==> src/rtl/pl_mem_access.sv <==
// rtl/pl_mem_access.sv - memory-stage load/store unit with req/ready data bus handshake
// Holds the pipeline via StallM until the bus access completes or times out.
module pl_mem_access #(
    parameter int TIMEOUT_CYCLES = 255
) (
    input  logic        clk,
    input  logic        reset,
    input  logic        MemReadM,
    input  logic        MemWriteM,
    input  logic [2:0]  funct3M,
    input  logic [31:0] ALUResultM,
    input  logic [31:0] WriteDataM,
    input  logic        StallExtM,
    output logic [31:0] ReadDataM,
    output logic        StallM,
    output logic        MemFaultM,
    output logic        BusErrM,
    output logic        mem_req,
    output logic        mem_we,
    output logic [31:0] mem_addr,
    output logic [31:0] mem_wdata,
    output logic [3:0]  mem_wstrb,
    input  logic [31:0] mem_rdata,
    input  logic        mem_ready
);
    typedef enum logic [1:0] {S_IDLE, S_BUSY, S_DONE} state_t;

    localparam logic [15:0] LP_TIMEOUT = 16'(TIMEOUT_CYCLES);
    localparam logic        LP_TO_EN   = (TIMEOUT_CYCLES != 0);

    state_t      r_state;
    logic [15:0] r_cnt;
    logic [2:0]  r_f3;
    logic [1:0]  r_off;
    logic [31:0] r_rdata;
    logic        r_buserr;
    logic        r_req;
    logic        r_we;
    logic [31:0] r_addr;
    logic [31:0] r_wdata;
    logic [3:0]  r_wstrb;

    logic [1:0]  w_a;
    logic        w_ld_fault;
    logic        w_st_fault;
    logic        w_acc;
    logic [15:0] w_cnt_next;
    logic        w_timeout;
    logic [31:0] w_st_wdata;
    logic [3:0]  w_st_wstrb;
    logic [7:0]  w_byte;
    logic [15:0] w_half;
    logic [31:0] w_load_fmt;

    assign w_a = ALUResultM[1:0];

    always_comb begin
        w_ld_fault = 1'b1;
        w_st_fault = 1'b1;
        case (funct3M)
            3'b000, 3'b100: w_ld_fault = 1'b0;
            3'b001, 3'b101: w_ld_fault = w_a[0];
            3'b010:         w_ld_fault = |w_a;
            default:        w_ld_fault = 1'b1;
        endcase
        case (funct3M)
            3'b000:  w_st_fault = 1'b0;
            3'b001:  w_st_fault = w_a[0];
            3'b010:  w_st_fault = |w_a;
            default: w_st_fault = 1'b1;
        endcase
    end

    assign MemFaultM = (MemReadM & w_ld_fault) | (MemWriteM & w_st_fault);
    assign w_acc     = (MemReadM | MemWriteM) & ~MemFaultM;
    assign StallM    = (r_state == S_BUSY) | ((r_state == S_IDLE) & w_acc);

    always_comb begin
        w_st_wdata = WriteDataM;
        w_st_wstrb = 4'b1111;
        case (funct3M[1:0])
            2'b00: begin
                w_st_wdata = {4{WriteDataM[7:0]}};
                w_st_wstrb = 4'b0001 << w_a;
            end
            2'b01: begin
                w_st_wdata = {2{WriteDataM[15:0]}};
                w_st_wstrb = 4'b0011 << w_a;
            end
            default: begin
                w_st_wdata = WriteDataM;
                w_st_wstrb = 4'b1111;
            end
        endcase
    end

    // Load formatting uses the funct3/offset latched at issue, not the live inputs.
    always_comb begin
        w_byte = mem_rdata[7:0];
        case (r_off)
            2'd0: w_byte = mem_rdata[7:0];
            2'd1: w_byte = mem_rdata[15:8];
            2'd2: w_byte = mem_rdata[23:16];
            2'd3: w_byte = mem_rdata[31:24];
            default: w_byte = mem_rdata[7:0];
        endcase
        w_half     = r_off[1] ? mem_rdata[31:16] : mem_rdata[15:0];
        w_load_fmt = mem_rdata;
        case (r_f3)
            3'b000:  w_load_fmt = {{24{w_byte[7]}}, w_byte};
            3'b100:  w_load_fmt = {24'd0, w_byte};
            3'b001:  w_load_fmt = {{16{w_half[15]}}, w_half};
            3'b101:  w_load_fmt = {16'd0, w_half};
            default: w_load_fmt = mem_rdata;
        endcase
    end

    assign w_cnt_next = r_cnt + 16'd1;
    assign w_timeout  = LP_TO_EN && (w_cnt_next == LP_TIMEOUT);

    always_ff @(posedge clk) begin
        if (reset) begin
            r_state  <= S_IDLE;
            r_cnt    <= 16'd0;
            r_f3     <= 3'd0;
            r_off    <= 2'd0;
            r_rdata  <= 32'd0;
            r_buserr <= 1'b0;
            r_req    <= 1'b0;
            r_we     <= 1'b0;
            r_addr   <= 32'd0;
            r_wdata  <= 32'd0;
            r_wstrb  <= 4'd0;
        end else begin
            case (r_state)
                S_IDLE: begin
                    if (w_acc) begin
                        r_req   <= 1'b1;
                        r_we    <= MemWriteM;
                        r_addr  <= {ALUResultM[31:2], 2'b00};
                        r_wdata <= w_st_wdata;
                        r_wstrb <= MemWriteM ? w_st_wstrb : 4'd0;
                        r_f3    <= funct3M;
                        r_off   <= w_a;
                        r_cnt   <= 16'd0;
                        r_state <= S_BUSY;
                    end
                end
                S_BUSY: begin
                    if (mem_ready) begin
                        r_req   <= 1'b0;
                        if (!r_we) begin
                            r_rdata <= w_load_fmt;
                        end
                        r_state <= S_DONE;
                    end else begin
                        r_cnt <= w_cnt_next;
                        if (w_timeout) begin
                            r_req    <= 1'b0;
                            r_rdata  <= 32'd0;
                            r_buserr <= 1'b1;
                            r_state  <= S_DONE;
                        end
                    end
                end
                S_DONE: begin
                    if (!StallExtM) begin
                        r_buserr <= 1'b0;
                        r_cnt    <= 16'd0;
                        r_state  <= S_IDLE;
                    end
                end
                default: r_state <= S_IDLE;
            endcase
        end
    end

    assign ReadDataM = r_rdata;
    assign BusErrM   = r_buserr;
    assign mem_req   = r_req;
    assign mem_we    = r_we;
    assign mem_addr  = r_addr;
    assign mem_wdata = r_wdata;
    assign mem_wstrb = r_wstrb;
endmodule

==> config.mk <==
export PLATFORM = sky130hd
export DESIGN_NAME = pl_mem_access
export DESIGN_NICKNAME = d
export VERILOG_FILES = /design/src/rtl/pl_mem_access.sv
export SDC_FILE = /design/constraint.sdc
export NUM_CORES = 1
export LEC_CHECK = 0
export ABC_AREA = 1
export BUFFER_PORTS_ARGS = -buffer_cell sky130_fd_sc_hd__clkbuf_2
export CAP_MARGIN = 20
export CORE_UTILIZATION = 46
export CTS_CLUSTER_SIZE = 20
export DETAILED_ROUTE_END_ITERATION = 16
export HOLD_SLACK_MARGIN = 0.08
export PLACE_DENSITY = 0.84
export SYNTH_ARGS = -nofsm -noshare
export SYNTH_HDL_FRONTEND = slang
export SYNTH_SLANG_ARGS = --single-unit
==> constraint.sdc <==
create_clock -name clk -period 1.98 [get_ports clk]
set_input_delay 0.396 -clock clk [delete_from_list [all_inputs] [get_ports clk]]
set_output_delay 0.396 -clock clk [all_outputs]
set_load 0.01 [all_outputs]
==> run summary <==
The run finished, with violations left. The checks that failed: negative setup slack. The net count of the finished layout is 1261. The worst relative slew slack is 55.62%, and the horizontal extent of the die is 118.6 µm. The highest cell delay on the worst timing path was 0.35 ns; the number of flip-flops and latches in the synthesized netlist was 124. Overall power: 7276 µW. The switching part of the total power was 30.18%; the max-slew violation count was 0.

The standard cell area after detailed placement came out at 0.007609 mm². The run gives 0.008466 mm² as the finished layout cell area. The run gives 0 as the number of failing hold endpoints at the final stage. In the final routed layout, each cell accounts on average for 14.72 µm. By startpoint and endpoint, the worst setup path is classified as reg -> reg.

By instance count, the cell type seen most on the critical path is sky130_fd_sc_hd__nand2_1. The critical path goes through ha_4, buf_4, or2_2, nand2_1, inv_2, nand3_2, nor2_2, nand2_1, nor2_2, nand3_2, nand2_4, clkbuf_16, nand4_1, nand2_1, nor2_1. The max-cap violation count was 0; the worst supply voltage drop on vdd was 0.0008426 V. The worst hold path belongs to the class in -> reg. Of all flip-flops after synthesis, the portion carrying an async set or reset was 0%.

CTS saw 124 sinks. The initial core utilization is 47.22%, and the fraction of final layout cells sized beyond drive strength 1 is 29.85%. Startpoint type of the worst setup path: a flip-flop. Clock-pin slew was measured on the worst setup and hold paths at 0.06 ns. The number of buffers inserted by hold repair at cts is 0, and the post-route worst setup slack is -0.1046 ns. The share of the synthesized area in the top cell type works out to 39.70%. Counting instances in the post-synthesis netlist gives the leading cell types as sky130_fd_sc_hd__nand2_1 (252), sky130_fd_sc_hd__a21oi_1 (157), sky130_fd_sc_hd__dfxtp_1 (124). The root buffer cell chosen for the clock tree is sky130_fd_sc_hd__clkbuf_16.

The congestion estimate from routability-driven global placement came to 0.9458. Cells fill 63.93% of the core in the end. The cell type with the highest aggregate area in the netlist was sky130_fd_sc_hd__dfxtp_1.

The floorplan has 42 rows. Among all stages on the critical path, the largest delay is contributed by sky130_fd_sc_hd__dfxtp_2. Transition at the pin with the smallest max-transition slack: 0.6657 ns. In this run, distinct cell masters in the synthesized netlist total 37. Dividing the final minimum period by the clock period gives 105.3%. The average instance area after synthesis is 6.688 µm². The logs give 4 for the maximum level of the CTS H-tree and 0 for the final global-route overflow total. The number of DRC violations after detailed-routing iteration 0 is 690. Once detailed placement completed, the half-perimeter wirelength came to 13.48 mm. The synthesized netlist occupies a cell area of 0.006253 mm². The pre-antenna-repair detailed-routing pass consisted of 6 iterations. Power spread over the standard cell area amounts to 859.5 mW/mm². The clock arrives with 0.008616 ns of skew. Combinational logic is responsible for 19.1% of the overall power. In this run the vertical extent of the chip is 118.6 µm.

The number of input and output port buffers inserted was 207. Setup repair after global routing could not meet its margin everywhere. The run gives 1 as the number of antenna violations at the first check in global routing.

For the number of instances in the synthesized netlist, the log shows 935. The die covers 0.01406 mm². Entering global routing, the biggest net connects 68 pins.

The logs give 34 for the final-report setup violation count and 42.7% for the proportion of power drawn by the clock network. The primary flip-flop cell chosen by synthesis mapping was sky130_fd_sc_hd__dfxtp_1. The tools report the proportion of synthesized chip area in sequential cells as 39.70%. For this block, the routed nets add up to 19.77 mm of wire.

Once detail routing completed, the nets flagged for antenna violations numbered 0. After routing, the total negative slack on setup checks comes to -2.432 ns. The leakage power of the design was 0.003867 µW. In the routed design, unresolved DRC markers number 0. For the via count of the first global-routing pass, the log shows 6293. In the routed layout, each cell is associated on average with a via count of 5.399.

The total via count after detailed routing is 7251, and the number of buffers inserted during clock tree synthesis is 17. The most common cell in the synthesized netlist is sky130_fd_sc_hd__nand2_1. The logs give 26.74% for the global router's overall resource usage and 5081 µW for the cell-internal power.

After synthesis, the cell types taking the most area are sky130_fd_sc_hd__dfxtp_1 (40%), sky130_fd_sc_hd__nand2_1 (15%), sky130_fd_sc_hd__a21oi_1 (13%). The area added between synthesis and finish came out at 35.37%. Summed over all nets, the switching power comes to 2196 µW. For the worst hold slack, the log shows 0.1971 ns.

The run gives 30.17 mm as the global-route wire length before repair. For the worst setup path, the data arrival time is 2.40 ns. The tools report the source-to-sink clock delay at the later pin of the worst-skew pair as 0.43 ns. STA puts the critical path data required time at 2.29 ns. Maximum fanout count along the critical path: 10.

Yosys printed 0 warnings. TritonCTS built the clock tree. The placeable core region is 0.01324 mm², and the count of flip-flops with a built-in enable after synthesis is 0. For the part of the power in registers, the log shows 38.3%.

The endpoint kind of the worst setup timing path is a flip-flop. The worst-case clock buffer depth is 2. The final critical path time including I/O delays and setup works out to 2.085 ns.

For this design the top-level I/O count stands at 210. For this run, the top clock speed supported by timing is 479.7 MHz.
metal layers:
layer  up-vias  share of wire, %  GRT usage (%)
li1       3547                 -              -
met1      3267                40          33.17
met2       376                47          42.98
met3        61               8.6          6.226
met4         0               4.0          14.08
met5         -                 0              0
sequential cells by signal, summed over array words and instances (netlist names):
register	count
ReadDataM	32
mem_wdata	32
mem_addr	30
r_cnt	16
mem_wstrb	4
r_f3	3
r_off	2
r_state	2
BusErrM	1
mem_req	1
mem_we	1
stage by stage:
step,setup WS (ns),std cells
floorplan,0.03582,936
global placement,-0.04513,1301
detailed placement,-0.06934,1301
CTS,0.005538,1334
global route,-0.2384,1343
finish,-0.1046,1343
layout by cell type, fill, tap and decap left out, types with 6 or more instances in the layout:
| cell type | synthesis | final |
|---|---|---|
| sky130_fd_sc_hd__nand2_1 | 252 | 242 |
| sky130_fd_sc_hd__clkbuf_2 | 0 | 207 |
| sky130_fd_sc_hd__a21oi_1 | 157 | 156 |
| sky130_fd_sc_hd__dfxtp_1 | 124 | 118 |
| sky130_fd_sc_hd__nor2_1 | 96 | 89 |
| sky130_fd_sc_hd__inv_1 | 63 | 59 |
| sky130_fd_sc_hd__o21ai_0 | 57 | 55 |
| sky130_fd_sc_hd__buf_4 | 7 | 42 |
| sky130_fd_sc_hd__nand4_1 | 38 | 38 |
| sky130_fd_sc_hd__nand3_1 | 25 | 22 |
| sky130_fd_sc_hd__clkbuf_16 | 0 | 21 |
| sky130_fd_sc_hd__nand2_2 | 5 | 11 |
| sky130_fd_sc_hd__o211ai_1 | 11 | 11 |
| sky130_fd_sc_hd__nor2_2 | 2 | 8 |
| sky130_fd_sc_hd__inv_2 | 3 | 7 |
| sky130_fd_sc_hd__buf_12 | 0 | 7 |
| sky130_fd_sc_hd__o2111ai_1 | 6 | 6 |
| sky130_fd_sc_hd__clkinv_4 | 0 | 6 |
critical path, delay by kind of cell (launching register included):
family                   cells  cell delay [ns]
adder cells (fa/ha/maj)      1             0.15
AND/OR/NAND/NOR             11             1.07
flip-flops                   1             0.35
buffers and inverters        3             0.38
cell families after synthesis:
kind of cell | after synthesis | synth area share, %
AO/OA/AOI/OAI | 247 | 21.21
adder cells (fa/ha/maj) | 2 | 0.4001
buffers and inverters | 131 | 9.524
flip-flops | 124 | 39.70
other | 1 | 0.05997
AND/OR/NAND/NOR | 430 | 29.11
power groups by stage:
stage               sequential (µW)  clock, µW  combinational [µW]
floorplan                      2860          0                 766
detailed placement             2830          0                1320
global route                   2800       3250                1520
CTS                            2780       3120                1330
global placement               2830          0                1300
finish                         2780       3100                1390
final cells by class:
type,instances,area (µm²)
fillers,1188,4777
multi-input cells,681,3291
flip-flops and latches,124,2492
repair buffers,262,1618
clock buffers,17,425.4
inverters,68,255.2
well taps,176,220.2
clock inverters,14,161.4
diodes,1,2.502
what timing repair did:
action                                  CTS  global route
endpoints found under the hold margin     0             0
cloned                                    0             4
endpoints found under the setup margin   32            37
setup buffers                             2             4
pin swaps                                 1            18
resized for setup                        11            32
path summary, 6_finish.rpt:
kind / from / to / slack (ns) / depth (start not counted)
hold reg to reg: mem_wdata[30]$_SDFFE_PP0P_ / mem_wdata[30]$_SDFFE_PP0P_ / 0.46 / 2
hold / removal: ALUResultM[23] / mem_addr[23]$_SDFFE_PP0P_ / 0.20 / 3
setup reg to reg: r_cnt[0]$_SDFFE_PP0P_ / ReadDataM[23]$_SDFFE_PP0P_ / -0.10 / 15
setup / recovery: r_cnt[0]$_SDFFE_PP0P_ / ReadDataM[23]$_SDFFE_PP0P_ / -0.10 / 15
(Power assumes the default switching activity.)
